$ cat src/rtl/riscv_ctrl_pkg.sv
// Shared definitions for the multicycle RISC-V control unit: state
// encodings, major opcodes, ALU operation codes and fault codes.
package riscv_ctrl_pkg;

    typedef enum logic [3:0] {
        S_FETCH  = 4'd0,
        S_DECODE = 4'd1,
        S_MEMADR = 4'd2,
        S_MEMRD  = 4'd3,
        S_MEMWB  = 4'd4,
        S_MEMWR  = 4'd5,
        S_EXEC_R = 4'd6,
        S_EXEC_I = 4'd7,
        S_ALUWB  = 4'd8,
        S_BRANCH = 4'd9,
        S_FAULT  = 4'd10
    } state_t;

    localparam logic [6:0] OP_LOAD   = 7'b0000011;
    localparam logic [6:0] OP_STORE  = 7'b0100011;
    localparam logic [6:0] OP_RTYPE  = 7'b0110011;
    localparam logic [6:0] OP_ITYPE  = 7'b0010011;
    localparam logic [6:0] OP_BRANCH = 7'b1100011;

    localparam logic [1:0] ALUOP_ADD   = 2'b00;
    localparam logic [1:0] ALUOP_SUB   = 2'b01;
    localparam logic [1:0] ALUOP_FUNCT = 2'b10;

    localparam logic [1:0] SRCB_REGB   = 2'b00;
    localparam logic [1:0] SRCB_FOUR   = 2'b01;
    localparam logic [1:0] SRCB_IMM    = 2'b10;
    localparam logic [1:0] SRCB_IMMSH1 = 2'b11;

    localparam logic [1:0] FC_NONE    = 2'b00;
    localparam logic [1:0] FC_ILLEGAL = 2'b01;
    localparam logic [1:0] FC_TIMEOUT = 2'b10;

    // States in which the FSM waits on mem_ready and may time out.
    function automatic logic is_wait_state(input state_t s);
        return (s == S_FETCH) || (s == S_MEMRD) || (s == S_MEMWR);
    endfunction

endpackage

$ cat src/rtl/multicycle_ctrl_wait_timer.sv
// Memory wait timer: counts consecutive stalled cycles and flags the
// cycle in which the stall count reaches TIMEOUT_CYC.
module wait_timer #(
    parameter int TIMEOUT_CYC = 16
) (
    input  logic clk,
    input  logic reset,
    input  logic clear,
    input  logic count_en,
    output logic expired
);

    localparam int CW = (TIMEOUT_CYC < 2) ? 1 : $clog2(TIMEOUT_CYC + 1);

    logic [CW-1:0] r_count;

    // Stall counter; clear wins over counting so a state change restarts it.
    always_ff @(posedge clk) begin
        if (reset || clear) begin
            r_count <= '0;
        end else if (count_en) begin
            r_count <= r_count + CW'(1);
        end
    end

    // This stalled cycle is the TIMEOUT_CYC-th in a row; the FSM leaves the
    // wait state on this edge, so the counter never runs past the limit.
    assign expired = count_en && (r_count == CW'(TIMEOUT_CYC - 1));

endmodule

$ cat src/rtl/multicycle_ctrl.sv
// Multicycle RISC-V control FSM with retired-instruction counter,
// memory-stall timeout and sticky fault reporting.
module multicycle_ctrl
    import riscv_ctrl_pkg::*;
#(
    parameter int TIMEOUT_CYC = 16
) (
    input  logic        clk,
    input  logic        reset,
    input  logic [6:0]  opcode,
    input  logic        mem_ready,
    output logic        pc_write,
    output logic        pc_write_cond,
    output logic        ir_write,
    output logic        mem_req,
    output logic        mem_we,
    output logic        iord,
    output logic        reg_write,
    output logic        mem_to_reg,
    output logic        alu_src_a,
    output logic [1:0]  alu_src_b,
    output logic        pc_source,
    output logic [1:0]  aluop,
    output logic [3:0]  state,
    output logic [31:0] retired,
    output logic        fault,
    output logic [1:0]  fault_code
);

    state_t      r_state;
    state_t      w_next_state;
    logic [6:0]  r_opcode;
    logic [31:0] r_retired;
    logic        r_fault;
    logic [1:0]  r_fault_code;
    logic [1:0]  w_fault_code_next;
    logic        w_expired;
    logic        w_clear;
    logic        w_count_en;

    assign w_count_en = is_wait_state(r_state) && !mem_ready;
    assign w_clear    = (w_next_state != r_state) || mem_ready;

    wait_timer #(
        .TIMEOUT_CYC (TIMEOUT_CYC)
    ) u_wait_timer (
        .clk      (clk),
        .reset    (reset),
        .clear    (w_clear),
        .count_en (w_count_en),
        .expired  (w_expired)
    );

    // State register.
    always_ff @(posedge clk) begin
        if (reset) begin
            r_state <= S_FETCH;
        end else begin
            r_state <= w_next_state;
        end
    end

    // Opcode capture during DECODE: the IR is loaded on the edge entering
    // DECODE, so the opcode input is valid throughout that cycle.
    always_ff @(posedge clk) begin
        if (r_state == S_DECODE) begin
            r_opcode <= opcode;
        end
    end

    // Retired count bumps on every completion edge back into FETCH.
    always_ff @(posedge clk) begin
        if (reset) begin
            r_retired <= '0;
        end else if ((w_next_state == S_FETCH) &&
                     ((r_state == S_MEMWB) || (r_state == S_MEMWR) ||
                      (r_state == S_ALUWB) || (r_state == S_BRANCH))) begin
            r_retired <= r_retired + 32'd1;
        end
    end

    // Sticky fault flag and cause, captured on entry to FAULT.
    always_ff @(posedge clk) begin
        if (reset) begin
            r_fault      <= 1'b0;
            r_fault_code <= FC_NONE;
        end else if ((w_next_state == S_FAULT) && (r_state != S_FAULT)) begin
            r_fault      <= 1'b1;
            r_fault_code <= w_fault_code_next;
        end
    end

    // Next-state logic, including illegal-opcode and timeout fault causes.
    always_comb begin
        w_next_state      = r_state;
        w_fault_code_next = FC_NONE;
        case (r_state)
            S_FETCH: begin
                if (mem_ready) begin
                    w_next_state = S_DECODE;
                end else if (w_expired) begin
                    w_next_state      = S_FAULT;
                    w_fault_code_next = FC_TIMEOUT;
                end
            end
            S_DECODE: begin
                case (opcode)
                    OP_LOAD, OP_STORE: w_next_state = S_MEMADR;
                    OP_RTYPE:          w_next_state = S_EXEC_R;
                    OP_ITYPE:          w_next_state = S_EXEC_I;
                    OP_BRANCH:         w_next_state = S_BRANCH;
                    default: begin
                        w_next_state      = S_FAULT;
                        w_fault_code_next = FC_ILLEGAL;
                    end
                endcase
            end
            S_MEMADR: w_next_state = (r_opcode == OP_STORE) ? S_MEMWR : S_MEMRD;
            S_MEMRD: begin
                if (mem_ready) begin
                    w_next_state = S_MEMWB;
                end else if (w_expired) begin
                    w_next_state      = S_FAULT;
                    w_fault_code_next = FC_TIMEOUT;
                end
            end
            S_MEMWB: w_next_state = S_FETCH;
            S_MEMWR: begin
                if (mem_ready) begin
                    w_next_state = S_FETCH;
                end else if (w_expired) begin
                    w_next_state      = S_FAULT;
                    w_fault_code_next = FC_TIMEOUT;
                end
            end
            S_EXEC_R: w_next_state = S_ALUWB;
            S_EXEC_I: w_next_state = S_ALUWB;
            S_ALUWB:  w_next_state = S_FETCH;
            S_BRANCH: w_next_state = S_FETCH;
            S_FAULT:  w_next_state = S_FAULT;
            default:  w_next_state = S_FETCH;
        endcase
    end

    // Moore control decode; only FETCH's IR/PC writes wait on mem_ready.
    always_comb begin
        pc_write      = 1'b0;
        pc_write_cond = 1'b0;
        ir_write      = 1'b0;
        mem_req       = 1'b0;
        mem_we        = 1'b0;
        iord          = 1'b0;
        reg_write     = 1'b0;
        mem_to_reg    = 1'b0;
        alu_src_a     = 1'b0;
        alu_src_b     = SRCB_REGB;
        pc_source     = 1'b0;
        aluop         = ALUOP_ADD;
        case (r_state)
            S_FETCH: begin
                mem_req   = 1'b1;
                alu_src_b = SRCB_FOUR;
                ir_write  = mem_ready;
                pc_write  = mem_ready;
            end
            S_DECODE: alu_src_b = SRCB_IMMSH1;
            S_MEMADR: begin
                alu_src_a = 1'b1;
                alu_src_b = SRCB_IMM;
            end
            S_MEMRD: begin
                mem_req = 1'b1;
                iord    = 1'b1;
            end
            S_MEMWB: begin
                reg_write  = 1'b1;
                mem_to_reg = 1'b1;
            end
            S_MEMWR: begin
                mem_req = 1'b1;
                mem_we  = 1'b1;
                iord    = 1'b1;
            end
            S_EXEC_R: begin
                alu_src_a = 1'b1;
                aluop     = ALUOP_FUNCT;
            end
            S_EXEC_I: begin
                alu_src_a = 1'b1;
                alu_src_b = SRCB_IMM;
            end
            S_ALUWB: reg_write = 1'b1;
            S_BRANCH: begin
                alu_src_a     = 1'b1;
                aluop         = ALUOP_SUB;
                pc_write_cond = 1'b1;
                pc_source     = 1'b1;
            end
            default: ;
        endcase
    end

    assign state      = r_state;
    assign retired    = r_retired;
    assign fault      = r_fault;
    assign fault_code = r_fault_code;

endmodule

$ cat config.mk
export PLATFORM = sky130hd
export DESIGN_NAME = multicycle_ctrl
export DESIGN_NICKNAME = d
export VERILOG_FILES = /design/src/rtl/riscv_ctrl_pkg.sv /design/src/rtl/multicycle_ctrl_wait_timer.sv /design/src/rtl/multicycle_ctrl.sv
export SDC_FILE = /design/constraint.sdc
export NUM_CORES = 1
export LEC_CHECK = 0
export ABC_AREA = 1
export CAP_MARGIN = 20
export CORE_MARGIN = 3
export CORE_UTILIZATION = 52
export DETAILED_ROUTE_END_ITERATION = 7
export HOLD_SLACK_MARGIN = 0.15
export PLACE_DENSITY = 0.81
export SYNTH_ARGS = -nofsm -noshare
export SYNTH_HDL_FRONTEND = slang
export SYNTH_SLANG_ARGS = --single-unit
$ cat constraint.sdc
create_clock -name clk -period 2.4 [get_ports clk]
set_input_delay 0.36 -clock clk [delete_from_list [all_inputs] [get_ports clk]]
set_output_delay 0.36 -clock clk [all_outputs]
set_load 0.005 [all_outputs]
==> out/metrics.csv, run 1 <==
stage,metric,value,unit
pwr,Pint,1.79,mW
run_status,outcome,completed,
synthesis,top-count cell post-synth,nand2_1,
placement,PortBufs,62,
placement,placed cell count,586,
floorplan,Die Y-Extent,83.7,um
global_routing,initial antenna violation count,0,
routing,WL final,8.03,mm
sta,Tmin final,2.24,ns
routing,antenna-violating nets left,0,
synthesis,synth cell count leaders,"nand2_1, nor2_1, dfxtp_1",
cells_and_area,Antenna diodes,0,
placement,RePlAce Congestion,0.912,
synthesis,Synth Register Bits,51,
routing,wire per inst,13.4,um
global_routing,Total GRT Usage,0.229,
critical_path,r2r startpoint,u_wait_timer.r_count[1],
routing,DRC violations left,0,
critical_path,R2R Path End,retired[27],
clock_tree,TritonCTS clock tree,yes,
critical_path,register-to-register setup slack,0.20,ns
pwr,Peak VDD IR,0.000490,V
routing,Vias,3182,
global_routing,global-route wire length before repair,13.4,mm
floorplan,Row Count,27,
pwr,Psw,1.24,mW
critical_path,Reg2Reg Depth,13,
synthesis,mean area per synthesized cell,6.77,sq um
worst_hold_path,hold_sp,fault_code[0],
synthesis,Syn Inst Count,463,
worst_hold_path,WHS Endpoint,fault_code[0],
pwr,clock network power share,0.174,
synthesis,Synth async-reset ratio,0,
clock_tree,Clock Latency Late Sink,0.31,ns
worst_hold_path,Min-Delay Path Class,reg -> reg,
sta,Final period util,0.933,
critical_path,crit path max fanout,5,
critical_path,startpoint class of the critical path,flip-flop,
floorplan,Die W,83.7,um
synthesis,post-synth cell types,32,
routing,first drt pass iteration count,4,
worst_hold_path,hold depth,2,
critical_path,CP endpoint kind,primary output,
floorplan,IO Count,63,
pwr,Cell Pwr Density,768,mW/mm^2
clock_tree,clk slew on worst S/H paths,0.10,ns
synthesis,synth top area cells,"dfxtp_1, nand2_1, nor2_1",
global_routing,largest net degree at the start of global routing,33,
pwr,Sw Ratio,0.409,
clock_tree,CTS root buf,clkbuf_8,
cells_and_area,FILL cells,491,
synthesis,post-synth top area share,0.281,
critical_path,Worst EP required,2.04,ns
sta,final hold vios,0,
synthesis,Synth area leader,dfxtp_1,
routing,via/cell ratio,5.32,
cells_and_area,nets,538,
floorplan,initial core utilization,0.552,
pwr,Comb pwr share,0.479,
synthesis,Yosys Warn Count,0,
critical_path,Setup CP Type,reg -> out,
floorplan,DIE AREA,0.00700,sq mm
sta,final setup violation count,0,
sta,unrepaired setup endpoints after global routing,false,
pwr,sequential power share,0.347,
sta,Rel. slew slack,0.630,
sta,Slew Limit Fails,0,
synthesis,Synth Net Count,476,
sta,clk_skew,0.0121,ns
routing,initial DRC count,172,
floorplan,core box area,0.00568,sq mm
clock_tree,Clock Path Buffers,2,
critical_path,WP data arrival,1.88,ns
sta,max frequency,446,MHz
cells_and_area,Layout area overhead,26.1,%
clock_tree,Inserted Clock Buffers,5,
synthesis,Netlist Area Pre-Place,0.00314,sq mm
sta,worst slew pin tran,0.554,ns
placement,DP Wirelength,6.09,mm
synthesis,ys flop type,dfxtp_1,
synthesis,Post-synth EDFFs,7,
global_routing,vias in the first global route,2977,
cells_and_area,Final Non-Filler Cells,598,
run,Max Cap Viol,0,
sta,setup TNS,0,ns
cells_and_area,share of cells above drive strength 1,0.0875,
pwr,LEAKAGE,1.41,nW
clock_tree,TritonCTS Sinks,51,
clock_tree,CTS H-tree depth,2,
synthesis,post-synthesis sequential area ratio,0.348,
global_routing,grt ovf,0,
## per-layer routing
layer  routed length (um)  GRT usage  up-vias
li1                     -          -     1610
met1                 3330      0.264     1470
met2                 4210      0.432       94
met3                  396     0.0326        8
met4                   92     0.0673        0
met5                    0          0        -
## sequential cells by signal, summed over array words and instances, names as in the netlist
| register | count |
|---|---|
| retired | 32 |
| state | 4 |
| fault | 1 |
| fault_code | 2 |
| r_opcode | 7 |
| u_wait_timer.r_count | 5 |
## kinds of logic after synthesis
group,count (synthesis),share of synthesized area
simple gates,275,0.386
xor+xnor,32,0.0894
compound gates,46,0.0810
fa+ha+maj,3,0.0120
flops,51,0.348
buf+inv,56,0.0834
## worst max-delay path, cell delays in order (launching register included)
cell and delay [ns]:
dfxtp_2 0.37, nor2_4 0.16, inv_2 0.08, nor2_2 0.18, inv_1 0.11, o211ai_1 0.12
clkdlybuf4s50_1 0.54
## final cells by class
type	instances	area, sq um	area share
inverter	40	150	0.0380
timing repair buffer	69	689	0.174
tap	72	90.1	0.0228
multi-input combinational	358	1830	0.462
clock buffer	6	82.6	0.0209
clock inverter	2	16.3	0.00412
sequential	51	1100	0.278
## power by group through the flow
stage	logic (mW)	clock network, mW	registers, mW
final	1.45	0.529	1.05
after floorplan	0.930	0	1.03
after global placement	1.28	0	1.06
after global routing	1.58	0.586	1.07
after detailed placement	1.33	0	1.06
after CTS	1.33	0.550	1.04
## how the worst max path moves through the flow
stage / start / end / depth (start not counted)
after floorplan: u_wait_timer.r_count[0] / retired[28] / 14
after global placement: opcode[4] / retired[0] / 9
after detailed placement: opcode[3] / retired[1] / 9
after CTS: state[3] / alu_src_b[1] / 6
after global routing: u_wait_timer.r_count[1] / retired[11] / 13
final: state[3] / alu_src_b[1] / 6
## timing repair
| action | CTS | global route |
|---|---|---|
| setup buffers | 0 | 2 |
| resized for setup | 1 | 10 |
| gates cloned | 0 | 2 |
| hold buffers | 0 | 0 |
| setup endpoints to repair | 2 | 34 |
| pin swaps | 0 | 4 |
## stage by stage
stage / worst slack [ns] / util / hold slack (ns) / instance area (sq um) / power [mW]
4_1_cts: 0.0154 / 0.685 / 0.452 / 3880 / 2.92
3_3_place_gp: 0.195 / 0.667 / 0.436 / 3780 / 2.34
5_1_grt: 0.0182 / 0.696 / 0.492 / 3950 / 3.24
6_report: 0.160 / 0.696 / 0.450 / 3950 / 3.03
2_1_floorplan: 0.603 / - / 0.443 / 3140 / 1.96
3_5_place_dp: 0.112 / 0.667 / 0.438 / 3780 / 2.39
## layout by cell type (no fill, tap or decap), types with 2 or more instances in the layout
master           instances
clkdlybuf4s50_1         62
nor2_1                  74
nor3_1                  12
nand2_1                141
inv_1                   33
ha_1                     2
nand3_4                  4
buf_4                    5
xnor2_1                 13
nand3_2                  2
nor2_4                   4
a21oi_1                 37
edfxtp_1                 7
inv_2                    7
dfxtp_1                 40
clkbuf_8                 6
nand3_1                 16
xor2_1                  19
nand2_2                  4
dfxtp_2                  3
nand4_1                 15
a31oi_1                  2
o21ai_0                  3
Note: power is estimated with default switching activity, not from simulation.
==> inputs of run 2 (changes only) <==
--- a/config.mk
+++ b/config.mk
@@ -8,10 +8,11 @@
 export ABC_AREA = 1
 export CAP_MARGIN = 20
 export CORE_MARGIN = 3
-export CORE_UTILIZATION = 52
+export CORE_UTILIZATION = 57
 export DETAILED_ROUTE_END_ITERATION = 7
-export HOLD_SLACK_MARGIN = 0.15
-export PLACE_DENSITY = 0.81
+export DONT_BUFFER_PORTS = 1
+export HOLD_SLACK_MARGIN = 0.1
+export PLACE_DENSITY = 0.72
 export SYNTH_ARGS = -nofsm -noshare
 export SYNTH_HDL_FRONTEND = slang
 export SYNTH_SLANG_ARGS = --single-unit
==> out/metrics.csv, run 2 (synthesis gave the netlist of run 1 again) <==
stage,metric,value,unit
pwr,clock network power share,0.187,
clock_tree,Clock Latency Late Sink,0.31,ns
cells_and_area,share of cells above drive strength 1,0.0842,
cells_and_area,most frequent cells in the layout,"nand2_1, nor2_1, dfxtp_1",
floorplan,Die W,80.2,um
cells_and_area,"most common cell after layout, fill and taps aside",nand2_1,
cells_and_area,Largest register FFs,32,
global_routing,vias in the first global route,2861,
clock_tree,CTS H-tree depth,2,
sta,Rel. slew slack,0.690,
clock_tree,TritonCTS Sinks,51,
sta,unrepaired setup endpoints after global routing,false,
clock_tree,Clock Path Buffers,2,
cells_and_area,nets,475,
cells_and_area,Layout area overhead,4.71,%
placement,DP Wirelength,5.76,mm
pwr,Pint,1.48,mW
routing,wire per inst,14.5,um
pwr,Cell Pwr Density,801,mW/mm^2
placement,PortBufs,0,
sta,max frequency,462,MHz
global_routing,largest net degree at the start of global routing,39,
pwr,Peak VDD IR,0.000469,V
placement,dpl cell area,0.00315,sq mm
critical_path,CP top delay family,simple AND/OR/NAND/NOR gates,
global_routing,grt ovf,0,
clock_tree,TritonCTS clock tree,yes,
sta,final hold vios,0,
pwr,LEAKAGE,1.17,nW
global_routing,initial antenna violation count,0,
critical_path,Setup CP Type,reg -> reg,
cells_and_area,cell area after layout,0.00328,sq mm
floorplan,IO Count,63,
clock_tree,clk slew on worst S/H paths,0.09,ns
critical_path,Worst EP required,2.64,ns
critical_path,CP endpoint kind,flip-flop,
critical_path,WP data arrival,2.40,ns
sta,worst slew pin tran,0.463,ns
worst_hold_path,Min-Delay Path Class,in -> reg,
sta,Slew Limit Fails,0,
critical_path,crit path max fanout,21,
clock_tree,CTS root buf,clkbuf_8,
clock_tree,Inserted Clock Buffers,5,
sta,Final period util,0.901,
floorplan,core box area,0.00520,sq mm
cells_and_area,Antenna diodes,0,
sta,Tmin final,2.16,ns
critical_path,slowest cell on the critical path,nor2_4,
routing,WL final,7.71,mm
run_status,outcome,completed,
sta,final setup violation count,0,
floorplan,initial core utilization,0.602,
sta,clk_skew,0.00887,ns
critical_path,crit path cell chain,ha_1 > inv_1 > nor2_1 > ha_2 > nor2_1 > inv_1 > nand3_2 > inv_2 > nor2_8 > nand2_2 > nor2_4 > nand2_1 > a21oi_1,
sta,Worst Slack Setup Final,0.237,ns
routing,initial DRC count,129,
pwr,sequential power share,0.398,
sta,worst hold slack,0.116,ns
global_routing,global-route wire length before repair,12.5,mm
run,Max Cap Viol,0,
critical_path,startpoint class of the critical path,flip-flop,
routing,Vias,2922,
floorplan,DIE AREA,0.00643,sq mm
routing,first drt pass iteration count,4,
global_routing,Total GRT Usage,0.244,
placement,setup slack at placement,0.200,ns
critical_path,largest stage delay on the critical path,0.38,ns
pwr,Sw Ratio,0.437,
routing,antenna-violating nets left,0,
sta,setup TNS,0,ns
routing,via/cell ratio,5.48,
critical_path,Buffers & Inverters on Critical Path,3,
pwr,Psw,1.15,mW
pwr,Comb pwr share,0.415,
floorplan,Row Count,26,
routing,DRC violations left,0,
floorplan,Die Y-Extent,80.2,um
clock_tree,Post-CTS Setup Bufs,0,
placement,RePlAce Congestion,0.933,
run 2: metrics by stage:
step | utilization | instances | power [mW]
after CTS | 0.624 | 531 | 2.59
after global placement | 0.605 | 522 | 2.07
after detailed placement | 0.605 | 522 | 2.10
after floorplan | - | 463 | 1.96
after global routing | 0.631 | 533 | 2.80
final | 0.631 | 533 | 2.63
run 2: power by group through the flow:
stage	Combinational [mW]	Clock, mW	Sequential (mW)
5_1_grt	1.21	0.538	1.05
2_1_floorplan	0.930	0	1.03
6_report	1.09	0.491	1.05
3_3_place_gp	1.01	0	1.06
3_5_place_dp	1.04	0	1.06
4_1_cts	1.04	0.508	1.04
run 2: per-layer routing:
layer  global-route usage  share of wire  up-vias
li1                     -              -     1487
met3               0.0561          0.062       17
met4               0.0895          0.022        0
met2                0.446           0.50       86
met1                0.272           0.41     1332
met5                    0              0        -
run 2: cell type report:
class | instances | area [sq um]
Clock buffer | 5 | 68.8
Clock inverter | 3 | 20.0
Fill cell | 507 | 1920
Inverter | 40 | 150
Multi-Input combinational cell | 357 | 1810
Sequential cell | 51 | 1090
Tap cell | 70 | 87.6
Timing Repair Buffer | 7 | 57.6
run 2: worst paths after layout:
path / from / endpoint / slack, ns / depth (start not counted)
setup / recovery: u_wait_timer.r_count[0] / retired[8] / 0.24 / 13
hold / removal: reset / retired[25] / 0.12 / 1
setup reg to reg: u_wait_timer.r_count[0] / retired[8] / 0.24 / 13
hold reg to reg: fault / fault / 0.47 / 2
run 2: what timing repair did:
| action | CTS | global route |
|---|---|---|
| hold buffers | 1 | 1 |
| hold endpoints to repair | 1 | 1 |
| resized for setup | 0 | 4 |
| endpoints found under the setup margin | 0 | 6 |
==> inputs of run 3 (changes only) <==
--- a/config.mk
+++ b/config.mk
@@ -12,6 +12,7 @@
 export DETAILED_ROUTE_END_ITERATION = 7
 export DONT_BUFFER_PORTS = 1
 export HOLD_SLACK_MARGIN = 0.1
+export MAX_ROUTING_LAYER = met4
 export PLACE_DENSITY = 0.72
 export SYNTH_ARGS = -nofsm -noshare
 export SYNTH_HDL_FRONTEND = slang
==> out/metrics.csv, run 3 (synthesis gave the netlist of run 1 again) <==
stage,metric,value,unit
run_status,outcome,completed,
floorplan,initial core utilization,0.602,
cells_and_area,share of cells above drive strength 1,0.0799,
cells_and_area,"most common cell after layout, fill and taps aside",nand2_1,
cells_and_area,FILL cells,519,
placement,PortBufs,0,
critical_path,CP endpoint kind,flip-flop,
sta,Slew Limit Fails,0,
sta,Tmin final,2.17,ns
critical_path,WP data arrival,2.35,ns
sta,worst hold slack,0.117,ns
clock_tree,CTS root buf,clkbuf_8,
clock_tree,clk slew on worst S/H paths,0.09,ns
sta,Rel. slew slack,0.742,
placement,placed cell count,522,
cells_and_area,most frequent cells in the layout,"nand2_1, nor2_1, dfxtp_1",
sta,unrepaired setup endpoints after global routing,false,
critical_path,Setup CP Type,reg -> reg,
cells_and_area,end-of-flow core utilization,0.628,
cells_and_area,Layout area overhead,4.27,%
floorplan,core box area,0.00520,sq mm
sta,final setup violation count,0,
critical_path,crit path max fanout,16,
clock_tree,TritonCTS Sinks,51,
critical_path,startpoint class of the critical path,flip-flop,
pwr,LEAKAGE,1.17,nW
global_routing,Total GRT Usage,0.254,
sta,Final period util,0.903,
sta,worst slew pin tran,0.387,ns
placement,setup slack at placement,0.217,ns
cells_and_area,Largest register FFs,32,
routing,WL met2,4.05,mm
sta,setup TNS,0,ns
sta,max frequency,461,MHz
global_routing,vias in the first global route,2861,
clock_tree,CTS H-tree depth,2,
floorplan,DIE AREA,0.00643,sq mm
clock_tree,Clock Path Buffers,2,
run,Max Cap Viol,0,
pwr,total chip power,2.64,mW
routing,first drt pass iteration count,4,
critical_path,Worst EP required,2.58,ns
routing,via/cell ratio,5.59,
pwr,Peak VDD IR,0.000372,V
routing,WL final,7.95,mm
routing,DRC violations left,0,
clock_tree,Inserted Clock Buffers,5,
clock_tree,TritonCTS clock tree,yes,
sta,clk_skew,0.00500,ns
cells_and_area,nets,475,
clock_tree,Clock Latency Late Sink,0.30,ns
cells_and_area,cell area after layout,0.00327,sq mm
routing,met1 WL,3.18,mm
cells_and_area,Antenna diodes,0,
global_routing,global-route wire length before repair,12.8,mm
placement,RePlAce Congestion,0.932,
worst_hold_path,Min-Delay Path Class,in -> reg,
sta,Worst Slack Setup Final,0.232,ns
placement,DP Wirelength,5.82,mm
floorplan,IO Count,63,
routing,initial DRC count,128,
clock_tree,Post-CTS Setup Bufs,0,
global_routing,grt ovf,0,
floorplan,Die Y-Extent,80.2,um
routing,Vias,2977,
cells_and_area,Final Non-Filler Cells,533,
sta,final hold vios,0,
routing,antenna-violating nets left,0,
floorplan,Die W,80.2,um
global_routing,largest net degree at the start of global routing,39,
placement,dpl cell area,0.00315,sq mm
pwr,Cell Pwr Density,807,mW/mm^2
floorplan,Row Count,26,
global_routing,initial antenna violation count,0,
routing,Max Used Layer,met4,
routing,wire per inst,14.9,um
routing,WL met3,585,um
[run 3: final timing paths]
| path | startpoint | endpoint | slack [ns] | cells after the start |
|---|---|---|---|---|
| setup reg to reg | u_wait_timer.r_count[0] | retired[3] | 0.23 | 13 |
| hold reg to reg | fault | fault | 0.47 | 2 |
| hold / removal | reset | state[3] | 0.12 | 1 |
| setup / recovery | u_wait_timer.r_count[0] | retired[3] | 0.23 | 13 |
[run 3: report_power, final]
part / total (mW) / switching (mW) / internal (mW)
sequential: 1.04 / 0.0830 / 0.955
combinational: 1.11 / 0.798 / 0.311
clock: 0.490 / 0.287 / 0.204
[run 3: worst max-delay path, stage by stage, from the launching register on]
cell and delay [ns]:
dfxtp_1 0.38, ha_1 0.15, inv_1 0.04, nor2_1 0.10
ha_1 0.21, nor2_1 0.06, nor2_1 0.08, a21oi_1 0.04
nand2_1 0.10, nand2_1 0.07, nor2_2 0.21, nand3_2 0.36
nand2_1 0.15, a21oi_1 0.08
[run 3: metal layers]
metal | track usage | vias up
met5 | - | -
met4 | 0.0777 | 0
met3 | 0.0650 | 14
met2 | 0.451 | 111
met1 | 0.278 | 1376
li1 | - | 1476
[run 3: cell type report]
type / count / area, sq um / area share
inverter: 40 / 150 / 0.0459
clock buffer: 5 / 68.8 / 0.0210
clock inverter: 3 / 20.0 / 0.00612
tap: 70 / 87.6 / 0.0268
timing repair buffer: 6 / 47.5 / 0.0145
sequential: 51 / 1090 / 0.334
multi-input combinational: 358 / 1800 / 0.552
[run 3: timing repair]
action | CTS | global route
setup endpoints to repair | 0 | 15
hold endpoints to repair | 0 | 7
gates resized for setup | 0 | 1
hold buffers | 0 | 1
